==> src/rtl/light_package.sv <==
// Shared traffic-light types, sensor-lane FSM states and default conditioning timings.
package light_package;

  typedef enum logic [1:0] {red, yellow, green} colors;

  typedef enum logic [1:0] {IDLE, QUAL, PRESENT, HOLD} lane_state_t;

  localparam int DEFAULT_DEB_CYCLES   = 3;
  localparam int DEFAULT_HOLD_CYCLES  = 2;
  localparam int DEFAULT_STUCK_CYCLES = 64;

  function automatic int max2(input int a, input int b);
    return (a > b) ? a : b;
  endfunction

endpackage

==> src/rtl/sensor_lane.sv <==
// One loop-detector lane: synchroniser, debounce/hold FSM, call latch.
// Optional stuck-detector counter when SENSOR_STUCK_DET_EN is defined.
module sensor_lane
  import light_package::*;
#(
  parameter int DEB_CYCLES   = DEFAULT_DEB_CYCLES,
  parameter int HOLD_CYCLES  = DEFAULT_HOLD_CYCLES
`ifdef SENSOR_STUCK_DET_EN
  ,
  parameter int STUCK_CYCLES = DEFAULT_STUCK_CYCLES
`endif
) (
  input  logic  clk,
  input  logic  reset_n,
  input  logic  raw,
  input  colors light,
  output logic  sensor
`ifdef SENSOR_STUCK_DET_EN
  ,
  output logic  stuck_fault
`endif
);

  localparam int CNT_W = $clog2(max2(DEB_CYCLES, HOLD_CYCLES)) + 1;
  // The sample taken on the deciding edge counts too, so thresholds sit one below the parameter.
  localparam logic [CNT_W-1:0] DEB_LAST  = CNT_W'(DEB_CYCLES - 1);
  localparam logic [CNT_W-1:0] HOLD_LAST = CNT_W'(HOLD_CYCLES - 1);

  logic sync1;
  logic s;
  logic call_latch;
  logic fault;
  logic force_idle;

  lane_state_t      state, state_next;
  logic [CNT_W-1:0] cnt, cnt_next;

  always_ff @(posedge clk) begin
    if (!reset_n) begin
      sync1 <= 1'b0;
      s     <= 1'b0;
    end else begin
      sync1 <= raw;
      s     <= sync1;
    end
  end

`ifdef SENSOR_STUCK_DET_EN
  localparam int STK_W = $clog2(STUCK_CYCLES) + 1;
  localparam logic [STK_W-1:0] STUCK_LAST = STK_W'(STUCK_CYCLES - 1);
  localparam logic [STK_W-1:0] STUCK_MAX  = STK_W'(STUCK_CYCLES);

  logic [STK_W-1:0] stuck_cnt;

  assign force_idle = s && (stuck_cnt >= STUCK_LAST);

  always_ff @(posedge clk) begin
    if (!reset_n) begin
      stuck_cnt <= '0;
      fault     <= 1'b0;
    end else begin
      fault <= force_idle;
      if (!s)
        stuck_cnt <= '0;
      else if (stuck_cnt < STUCK_MAX)
        stuck_cnt <= stuck_cnt + 1'b1;
    end
  end

  assign stuck_fault = fault;
`else
  assign force_idle = 1'b0;
  assign fault      = 1'b0;
`endif

  always_ff @(posedge clk) begin
    if (!reset_n) begin
      state <= IDLE;
      cnt   <= '0;
    end else begin
      state <= state_next;
      cnt   <= cnt_next;
    end
  end

  always_comb begin
    state_next = state;
    cnt_next   = cnt;
    case (state)
      IDLE: begin
        if (s) begin
          if (DEB_CYCLES <= 1) begin
            state_next = PRESENT;
            cnt_next   = '0;
          end else begin
            state_next = QUAL;
            cnt_next   = CNT_W'(1);
          end
        end
      end
      QUAL: begin
        if (!s) begin
          state_next = IDLE;
          cnt_next   = '0;
        end else if (cnt >= DEB_LAST) begin
          state_next = PRESENT;
          cnt_next   = '0;
        end else begin
          cnt_next = cnt + 1'b1;
        end
      end
      PRESENT: begin
        if (!s) begin
          state_next = HOLD;
          cnt_next   = CNT_W'(1);
        end
      end
      HOLD: begin
        if (s) begin
          state_next = PRESENT;
          cnt_next   = '0;
        end else if (cnt >= HOLD_LAST) begin
          state_next = IDLE;
          cnt_next   = '0;
        end else begin
          cnt_next = cnt + 1'b1;
        end
      end
      default: begin
        state_next = IDLE;
        cnt_next   = '0;
      end
    endcase
    if (force_idle) begin
      state_next = IDLE;
      cnt_next   = '0;
    end
  end

  // A green light serves the call, so clearing takes priority over setting.
  always_ff @(posedge clk) begin
    if (!reset_n)
      call_latch <= 1'b0;
    else if (light == green || force_idle)
      call_latch <= 1'b0;
    else if (state == PRESENT && light == red)
      call_latch <= 1'b1;
  end

  always_comb begin
    sensor = !fault && ((state == PRESENT) || (state == HOLD) || call_latch);
  end

endmodule

==> src/rtl/traffic_sensor_conditioner.sv <==
// Conditions the three raw loop detectors into controller sensor requests.
// SENSOR_STUCK_DET_EN adds per-lane stuck-detector faults on stuck_fault {ns, ew_left, ew_str}.
module traffic_sensor_conditioner
  import light_package::*;
#(
  parameter int DEB_CYCLES   = DEFAULT_DEB_CYCLES,
  parameter int HOLD_CYCLES  = DEFAULT_HOLD_CYCLES
`ifdef SENSOR_STUCK_DET_EN
  ,
  parameter int STUCK_CYCLES = DEFAULT_STUCK_CYCLES
`endif
) (
  input  logic       clk,
  input  logic       reset_n,
  input  logic       raw_ew_str,
  input  logic       raw_ew_left,
  input  logic       raw_ns,
  input  colors      ew_str_light,
  input  colors      ew_left_light,
  input  colors      ns_light,
  output logic       ew_str_sensor,
  output logic       ew_left_sensor,
  output logic       ns_sensor
`ifdef SENSOR_STUCK_DET_EN
  ,
  output logic [2:0] stuck_fault
`endif
);

`ifdef SENSOR_STUCK_DET_EN
  sensor_lane #(.DEB_CYCLES(DEB_CYCLES), .HOLD_CYCLES(HOLD_CYCLES), .STUCK_CYCLES(STUCK_CYCLES)) u_ew_str (
    .clk(clk), .reset_n(reset_n), .raw(raw_ew_str), .light(ew_str_light),
    .sensor(ew_str_sensor), .stuck_fault(stuck_fault[0])
  );
  sensor_lane #(.DEB_CYCLES(DEB_CYCLES), .HOLD_CYCLES(HOLD_CYCLES), .STUCK_CYCLES(STUCK_CYCLES)) u_ew_left (
    .clk(clk), .reset_n(reset_n), .raw(raw_ew_left), .light(ew_left_light),
    .sensor(ew_left_sensor), .stuck_fault(stuck_fault[1])
  );
  sensor_lane #(.DEB_CYCLES(DEB_CYCLES), .HOLD_CYCLES(HOLD_CYCLES), .STUCK_CYCLES(STUCK_CYCLES)) u_ns (
    .clk(clk), .reset_n(reset_n), .raw(raw_ns), .light(ns_light),
    .sensor(ns_sensor), .stuck_fault(stuck_fault[2])
  );
`else
  sensor_lane #(.DEB_CYCLES(DEB_CYCLES), .HOLD_CYCLES(HOLD_CYCLES)) u_ew_str (
    .clk(clk), .reset_n(reset_n), .raw(raw_ew_str), .light(ew_str_light),
    .sensor(ew_str_sensor)
  );
  sensor_lane #(.DEB_CYCLES(DEB_CYCLES), .HOLD_CYCLES(HOLD_CYCLES)) u_ew_left (
    .clk(clk), .reset_n(reset_n), .raw(raw_ew_left), .light(ew_left_light),
    .sensor(ew_left_sensor)
  );
  sensor_lane #(.DEB_CYCLES(DEB_CYCLES), .HOLD_CYCLES(HOLD_CYCLES)) u_ns (
    .clk(clk), .reset_n(reset_n), .raw(raw_ns), .light(ns_light),
    .sensor(ns_sensor)
  );
`endif

endmodule

==> config.mk <==
export PLATFORM = sky130hd
export DESIGN_NAME = traffic_sensor_conditioner
export DESIGN_NICKNAME = d
export VERILOG_FILES = /design/src/rtl/light_package.sv /design/src/rtl/sensor_lane.sv /design/src/rtl/traffic_sensor_conditioner.sv
export SDC_FILE = /design/constraint.sdc
export NUM_CORES = 1
export LEC_CHECK = 0
export ABC_AREA = 0
export CAP_MARGIN = 5
export CORE_MARGIN = 2
export CORE_UTILIZATION = 48
export DETAILED_ROUTE_END_ITERATION = 8
export PLACE_DENSITY_LB_ADDON = 0.3
export SYNTH_ARGS = -nofsm -noshare
export SYNTH_HDL_FRONTEND = slang
export SYNTH_SLANG_ARGS = --single-unit
export TNS_END_PERCENT = 10
==> constraint.sdc <==
create_clock -name clk -period 1.5 [get_ports clk]
set_input_delay 0.225 -clock clk [delete_from_list [all_inputs] [get_ports clk]]
set_output_delay 0.225 -clock clk [all_outputs]
set_load 0.005 [all_outputs]
Word level (Yosys, flattened, before mapping)
Cells that the tools add are included.
{"block": "totals", "mem_bits_rw": 0, "romBits": 0, "regBits": 24, "output_inout_bits": 3, "mem_count": 0, "input_bits": 11, "latchBits": 0}
{"block": "classes", "bitwise": 1, "mux": 42, "n_reduce_logical": 24, "n_shift": 0, "add_sub_neg": 3, "eq_ne": 24, "n_div": 0, "order_cmp": 6, "n_mul": 0}
{"cell": "2-to-1 mux 3 bit", "count": 18}
{"cell": "2-to-1 mux 2 bit", "count": 18}
{"cell": "one-hot mux 3 bit (4 select lines)", "count": 3}
{"cell": "one-hot mux 2 bit (4 select lines)", "count": 3}
{"cell": "equality test 2 bit, second input constant", "count": 9}
{"cell": "zero test 2 bit", "count": 6}
{"cell": "AND reduction 4 bit", "count": 3}
{"cell": "adder 3 x 1 -> 3 bit, second input constant", "count": 3}
{"cell": "greater-or-equal comparator 3 x 1 -> 1 bit, second input constant", "count": 3}
{"cell": "greater-or-equal comparator 3 x 2 -> 1 bit, second input constant", "count": 3}
{"cell": "!= test 3 x 1 -> 1 bit, second input constant", "count": 3}
{"cell": "!= test 3 bit, second input constant", "count": 3}
{"cell": "equality test 2 x 1 -> 1 bit, second input constant", "count": 3}
{"cell": "logical OR 1 bit", "count": 6}
{"cell": "!= test 2 x 1 -> 1 bit, second input constant", "count": 3}
{"cell": "!= test 2 bit, second input constant", "count": 3}
{"cell": "AND reduction 2 bit", "count": 3}
{"cell": "OR reduction 2 bit", "count": 3}
{"cell": "logical AND 1 bit", "count": 3}
{"cell": "NOT 1 bit", "count": 1}

Logic depth before layout (Yosys ltp)
{"block": "logic_depth", "depth_word": 4, "depth_mapped": 5, "mapped_depth_nobuf": 5}

Hierarchy
From an unflattened synthesis, not the netlist that was laid out.
{"block": "hier_totals", "cells_unflattened": 126, "area_unflattened_um2": 1212.4}
{"module": "sensor_lane", "seq_area_each_um2": 160.2, "cells_each": 42, "instances": 3, "area_each_um2": 404.1}

Worst setup path before layout
OpenSTA, ideal clock, no wires.
{"block": "synth_path", "kind": "register to register", "from": "register u_ew_str.cnt[1]", "to": "register (tool-made name)", "path_stages_with_launch": 6, "setup_slack_ns": 0.102, "t_arrival_ns": 1.280, "required_ns": 1.383, "setup_ns": 0.117, "n_path_buf": 0, "path_cell_list": "dfxtp_1 -> inv_1 -> ha_1 -> nor4b_1 -> o21ai_1 -> a32o_1"}
{"item": "start: declaration", "line_no": "sensor_lane.sv:36", "source": "logic [CNT_W-1:0] cnt, cnt_next;"}
{"item": "start signal: assignment", "line_no": "sensor_lane.sv:82", "source": "cnt <= cnt_next;"}

==> report_table.html <==
<table>
<tr><th>Metric</th><th>Value</th></tr>
<tr><th colspan="2">Outcome</th></tr>
<tr><td>Run status</td><td>finished, final reports clean</td></tr>
<tr><th colspan="2">STA</th></tr>
<tr><td>Unrepaired setup endpoints after global routing</td><td>true</td></tr>
<tr><td>Measured slew at the worst slew-check pin</td><td>0.341 ns</td></tr>
<tr><td>Post-Route Hold Slack</td><td>0.453 ns</td></tr>
<tr><td>Final worst path period need</td><td>1.44 ns</td></tr>
<tr><td>Final setup skew</td><td>0.00278 ns</td></tr>
<tr><td>Final Worst Setup Slack</td><td>0.0569 ns</td></tr>
<tr><td>Period Utilization, post-route</td><td>96.2%</td></tr>
<tr><td>Max Clk Rate</td><td>693 MHz</td></tr>
<tr><td>Max Slew Vio Count</td><td>0</td></tr>
<tr><td>Final count of negative-setup-slack endpoints</td><td>0</td></tr>
<tr><td>Final Hold Fails</td><td>0</td></tr>
<tr><td>Max transition margin</td><td>77.1%</td></tr>
<tr><th colspan="2">Global routing</th></tr>
<tr><td>Maximum number of pins on one net before global-route repair</td><td>21</td></tr>
<tr><td>Via count of the first global-routing pass</td><td>911</td></tr>
<tr><td>Antenna violations before repair</td><td>0</td></tr>
<tr><td>Aggregate global routing overflow</td><td>0</td></tr>
<tr><td>Total global-route track usage</td><td>17.5%</td></tr>
<tr><td>Wire length of the first global-routing pass</td><td>3.67 mm</td></tr>
<tr><th colspan="2">Setup path</th></tr>
<tr><td>Cell-by-cell trace of the critical path</td><td>or2_2 &gt; dlygate4sd2_1</td></tr>
<tr><td>Worst setup EP type</td><td>primary output</td></tr>
<tr><td>Critical-path maximum fanout</td><td>2</td></tr>
<tr><td>Data required time of the worst path</td><td>1.27 ns</td></tr>
<tr><td>Critical path class</td><td>register to primary output</td></tr>
<tr><td>Number of cells traversed by the worst register-to-register path</td><td>5</td></tr>
<tr><td>Highest cell delay on the worst timing path</td><td>0.37 ns</td></tr>
<tr><td>CP startpoint kind</td><td>register</td></tr>
<tr><td>Slowest stage cell on the critical path</td><td>sky130_fd_sc_hd__dfxtp_4</td></tr>
<tr><td>Arrival time at the worst endpoint</td><td>1.22 ns</td></tr>
<tr><th colspan="2">Layout</th></tr>
<tr><td>Post-layout utilization of the core</td><td>65.0%</td></tr>
<tr><td>Footprint of the multi-input gates</td><td>658 µm²</td></tr>
<tr><td>Commonest cells after routing, fill and taps aside</td><td>20 x sky130_fd_sc_hd__dfxtp_1, 11 x sky130_fd_sc_hd__a21oi_1, 10 x sky130_fd_sc_hd__clkdlybuf4s50_1, 10 x sky130_fd_sc_hd__buf_4, 9 x sky130_fd_sc_hd__inv_1</td></tr>
<tr><td>Filler instances</td><td>204</td></tr>
<tr><td>Share of final-layout standard cells stronger than drive strength 1</td><td>20.0%</td></tr>
<tr><td>P&amp;R area growth vs syn</td><td>25.9%</td></tr>
<tr><td>Register cell area after layout</td><td>493 µm²</td></tr>
<tr><td>Antenna diode count</td><td>0</td></tr>
<tr><td>Net total in the final layout</td><td>170</td></tr>
<tr><td>Most common cell after layout, fill and taps aside</td><td>sky130_fd_sc_hd__dfxtp_1</td></tr>
<tr><th colspan="2">Placement</th></tr>
<tr><td>Placed wire-length estimate</td><td>1.66 mm</td></tr>
<tr><td>Input/output buffers</td><td>13</td></tr>
<tr><td>Place WS</td><td>0.0220 ns</td></tr>
<tr><td>Gpl congestion</td><td>0.838</td></tr>
<tr><th colspan="2">Hold path</th></tr>
<tr><td>Cells on Worst Hold Path</td><td>1</td></tr>
<tr><td>Hold Path Class</td><td>register to register</td></tr>
<tr><th colspan="2">Clock tree</th></tr>
<tr><td>CTS Root Buffer Type</td><td>sky130_fd_sc_hd__clkbuf_4</td></tr>
<tr><td>Insertion delay of the later-clocked pin in the worst-skew pair</td><td>0.30 ns</td></tr>
<tr><td>Clock-pin slew of the registers on the worst-case setup and hold paths</td><td>0.13 ns</td></tr>
<tr><td>Number of H-tree levels</td><td>1</td></tr>
<tr><td>Clock tree from TritonCTS</td><td>built</td></tr>
<tr><td>Sink count of the clock tree</td><td>24</td></tr>
<tr><td>Number of buffers inserted during clock tree synthesis</td><td>3</td></tr>
<tr><td>Number of buffers between clock root and the deepest sink</td><td>2</td></tr>
<tr><th colspan="2">Route</th></tr>
<tr><td>Detailed-route wire length</td><td>2.40 mm</td></tr>
<tr><td>Residual antenna-violating net count after detailed routing</td><td>0</td></tr>
<tr><td>Via Count</td><td>1014</td></tr>
<tr><td>Post-DR vias/cell</td><td>5.70</td></tr>
<tr><td>Pre-Repair DR Iteration Count</td><td>4</td></tr>
<tr><td>DRC violation total after the first TritonRoute iteration</td><td>13</td></tr>
<tr><td>Final routed wire length divided by cell count</td><td>13.5 µm</td></tr>
<tr><td>DRC violation count after routing</td><td>0</td></tr>
<tr><th colspan="2">Die</th></tr>
<tr><td>Overall die height</td><td>53.2 µm</td></tr>
<tr><td>Die boundary width</td><td>53.2 µm</td></tr>
<tr><td>Starting Density</td><td>51.6%</td></tr>
<tr><td>Area of the core</td><td>0.00225 mm²</td></tr>
<tr><td>Standard-cell rows</td><td>17</td></tr>
<tr><td>Floorplan die area</td><td>0.00283 mm²</td></tr>
<tr><td>I/O pins</td><td>14</td></tr>
<tr><th colspan="2">Power and ir drop</th></tr>
<tr><td>Standby leakage power</td><td>0.626 nW</td></tr>
<tr><td>Total power density per cell area</td><td>786 mW/mm²</td></tr>
<tr><td>Peak supply drop</td><td>0.557 mV</td></tr>
<tr><th colspan="2">Synthesis</th></tr>
<tr><td>Post-Synthesis Cells</td><td>127</td></tr>
<tr><td>FF+latch count, synth</td><td>24</td></tr>
<tr><td>Sequential-to-total area share from yosys stat</td><td>41.3%</td></tr>
<tr><td>Mean instance size in the synthesized netlist</td><td>9.16 µm²</td></tr>
<tr><td>Unique masters post-synth</td><td>38</td></tr>
<tr><td>Synthesized cell area</td><td>0.00116 mm²</td></tr>
<tr><td>Syn nets</td><td>146</td></tr>
<tr><td>Synth warnings</td><td>0</td></tr>
<tr><th colspan="2">Flow run</th></tr>
<tr><td>Number of max-cap violations</td><td>0</td></tr>
</table>
-- power by group --
part / total, W / internal (W) / switching [W] / leakage [nW]
combinational: 0.000139 / 0.0000734 / 0.0000655 / 0.407
clock: 0.000337 / 0.000148 / 0.000189 / 0.0210
sequential: 0.000675 / 0.000653 / 0.0000223 / 0.198
total: 0.00115 / 0.000875 / 0.000277 / 0.626
-- timing repair --
action	CTS	global route
setup endpoints to repair	4	9
buffers inserted	1	3
resized for setup	6	9
hold buffers	0	0
-- layout make-up --
| type | instances | share of cell area (%) |
|---|---|---|
| clock buffers | 4 | 2.48 |
| inverters | 10 | 2.56 |
| multi-input cells | 89 | 44.9 |
| repair buffers | 23 | 14.0 |
| flip-flops and latches | 24 | 33.6 |
| well taps | 28 | 2.39 |
-- worst paths after layout --
kind	slack, ns	from	to
worst max-delay path	0.06	register	ew_str_sensor
worst min-delay path	0.45	u_ns.sync1	u_ns.s
worst max register to register	0.07	u_ns.cnt[1]	register
worst min register to register	0.45	u_ns.sync1	u_ns.s
-- synthesized netlist by cell type (all sizes together) --
library cell	n	area, µm²
nand2	3	11.3
o211ai	2	15.0
nor4b	2	23.8
a21o	1	7.51
a32o	2	20.0
or2	4	25.0
or4	1	7.51
clkinv	1	3.75
and3	2	13.8
o21a	1	7.51
a21oi	11	55.1
nand3	3	15.0
o2bb2ai	1	8.76
o41ai	1	8.76
xnor2	1	8.76
o221a	1	11.3
o32ai	1	8.76
buf	1	5.00
inv	9	33.8
clkbuf	3	11.3
o22ai	1	6.26
nor2	4	15.0
xor2	2	17.5
o2111ai	4	35.0
or3	1	6.26
nor3	6	30.0
nor3b	6	50.1
nor2b	3	18.8
o21ai	7	35.0
dfxtp	24	480
ha	8	100
and2	6	37.5
nand3b	1	7.51
o31ai	3	22.5
-- metal layers --
layer,part of all wire [%],vias to the layer above,GRT usage [%],routed length (µm)
li1,-,508,-,-
met1,46,481,21.7,1110
met2,49,23,29.8,1180
met3,3.9,2,2.54,93
met4,0.58,0,7.26,14
met5,0,-,0,0
-- through the flow --
step | std cells | area [µm²] | power [W] | setup TNS, ns
final | 178 | 1470 | 0.00115 | 0
after global routing | 178 | 1470 | 0.00121 | -0.0824
after CTS | 175 | 1410 | 0.00115 | -0.139
after detailed placement | 170 | 1360 | 0.000822 | 0
after global placement | 170 | 1360 | 0.000815 | 0
after floorplan | 127 | 1160 | 0.000763 | 0
-- worst max-delay path, delay by kind of cell, from the launching register on --
family / cells / cell delay (ns)
DFF: 1 / 0.37
buffers and inverters: 1 / 0.26
and+or+nand+nor: 1 / 0.28
-- logic make-up (layout without fill, tap and decap cells) --
| kind of cell | count (synthesis) | in the layout | share of synthesized area [%] |
|---|---|---|---|
| AND/OR/NAND/NOR | 42 | 42 | 22.5 |
| AO/OA/AOI/OAI | 36 | 36 | 20.8 |
| flip-flops | 24 | 24 | 41.3 |
| buffers and inverters | 14 | 37 | 4.62 |
| adder cells (fa/ha/maj) | 8 | 8 | 8.60 |
| XOR/XNOR | 3 | 3 | 2.26 |
(Power assumes the default switching activity.)
==> patch: new RTL, config.mk and constraints unchanged <==
Build with the macro `SENSOR_STUCK_DET_EN` defined.
--- a/src/rtl/sensor_lane.sv
+++ b/src/rtl/sensor_lane.sv
@@ -2,2 +2,4 @@
 // Optional stuck-detector counter when SENSOR_STUCK_DET_EN is defined.
+`define SENSOR_STUCK_DET_EN
+
 module sensor_lane
Formal check against the unedited RTL (old outputs only; new: stuck_fault): no difference found for any inputs over 10 cycles, from zero or initial values and one cycle with reset_n low; that may be too few to reach the edited logic, so the function may still have changed.
==> patch against the unedited design <==
Setup slack improved by 72 ps; critical path type unchanged; largest power group unchanged; total power is 100% higher; final area is 87% higher; worst hold slack improved by 1.4 ps; non-clock buffer count up 6; sequential cell count rose by 24; routed wire length is 65% higher; area after synthesis grew 100%; sequential share of layout area is 1.6 points higher.
==> patch: results (changes against the unedited design) <==
Logic synthesis
  – Mapped Cells: 256 (was 127)
  – Most frequent cells after synthesis: 48 x dfxtp_1, 33 x nor2_1, 25 x a21oi_1, 17 x inv_1 (was 24 x dfxtp_1, 11 x a21oi_1, 9 x inv_1, 8 x ha_1)
  – Post-synthesis mux area share: 1.27% (was 0%)
  – Synth Net Count: 276 (was 146)
  – Sequential-to-total area share from yosys stat: 40.8% (was 41.3%)
  – Xor and xnor area share after synthesis: 6.69% (was 2.26%)
  – Post-Synth Adder-Cell Area: 4.78% (was 8.60%)
  – Area contributors post-synth: dfxtp_1 41%, a21oi_1 5.3%, nor2_1 5.3%, ha_1 4.8%, xor2_1 4.5% (was dfxtp_1 41%, ha_1 8.6%, a21oi_1 4.7%, and2_1 3.2%, nor3b_1 3.2%)
  – Synth Area in Compound Gates: 18.3% (was 20.8%)
  – Post-synthesis cell type count: 32 (was 38)

Placement
  – Dpl ws: 29.2 ps (was 22.0 ps)
  – Gp weighted congestion: 0.837 (was 0.838)
  – Placed cells: 339 (was 170)
  – PortBufs: 16 (was 13)
  – Area post-placement: 0.00262 mm2 (was 0.00136 mm2)
  – Detailed placement HPWL: 2840 um (was 1660 um)

Cells and area
  – Top Registers: u_ew_left.stuck_cnt x7, u_ew_str.stuck_cnt x7, u_ns.stuck_cnt x7
  – NumNets Final: 299 (was 170)
  – Share of layout cells above drive strength 1: 13.2% (was 20.0%)

STA
  – Tmin final: 1370 ps (was 1440 ps)
  – WHS: 454 ps (was 453 ps)
  – Worst Clk Skew: 5.44 ps (was 2.78 ps)
  – Worst rel slew slack: 75.4% (was 77.1%)

Clock network
  – Post-CTS repair timing setup buffer count: 0 (was 1)
  – Clock-pin slew on the worst setup and hold paths: 90 ps (was 130 ps)
  – CTS Buf Count: 5 (was 3)
  – Clk_lat worst skew: 300 ps (about the same)
  – Root Buffer: clkbuf_8 (was clkbuf_4)
  – CTS resizes: 2 (was 6)
  – Htree depth: 2 (was 1)

GRT
  – Vias in the first global route: 1,577 (was 911)
  – Total GRT Usage: 16.1% (was 17.5%)
  – Largest net degree at the start of global routing: 15 (was 21)
  – First-pass GRT wire length: 6900 um (was 3670 um)

Pwr
  – P_leak: 1.20 nW (was 0.626 nW)
  – Internal: 1.84 mW (was 0.875 mW)
  – Sequential Power Share: 56.1% (was 58.6%)
  – Sw Ratio: 21.0% (was 24.1%)
  – Peak VDD IR: 701 uV (was 557 uV)
  – Comb power: 0.114 mW (was 0.139 mW)

Critical path
  – Worst reg2reg path depth: 5 (unchanged)
  – Top delay family on crit path: buffers and inverters (was flip-flops)
  – R2R setup slack: 140 ps (was 70 ps)
  – Slowest CP cell: clkdlybuf4s50_1 (was dfxtp_4)
  – Worst path max stage delay: 510 ps (was 370 ps)
  – Crit path DAT: 1150 ps (was 1220 ps)

Status
  – Status: complete, no violations (unchanged)

Worst hold path
  – Hold Path Stages: 1 (unchanged)

Drt
  – Routed vias/inst: 5.14 (was 5.70)
  – Vias: 1,782 (was 1,014)
  – Initial DRC Count: 77 (was 13)
  – Final WL: 3970 um (was 2400 um)
## patch: changes by cell type after synthesis, sizes merged, moves of 5 or more
cell,change
a21oi,+14
dfxtp,+24
xnor2,+5
xor2,+10
o2111ai,+5
buf,+12
nor2,+29
o21ai,+5
nand2,+9
inv,+8
nand4b,+6
## patch: worst paths after layout
kind / startpoint / endpoint
setup / recovery: u_ns.stuck_fault / stuck_fault[2]
hold / removal: u_ew_str.sync1 / u_ew_str.s
setup reg to reg: u_ew_str.cnt[1] / u_ew_str.cnt[0]
hold reg to reg: u_ew_str.sync1 / u_ew_str.s
## patch: metal layers
layer	vias to the layer above	global-route usage [%]	share of wire (%)
li1	931	-	-
met4	0	5.45	1.5
met3	5	4.47	2.4
met5	-	0	0
met2	21	24.3	44
met1	825	22.1	52
## patch: area by class of cell
cell class	count	area, um2
fillers	414	1980
multi-input cells	178	1260
flip-flops and latches	48	965
repair buffers	29	262
well taps	67	83.8
clock buffers	6	72.6
inverters	17	63.8
clock inverters	2	35.0
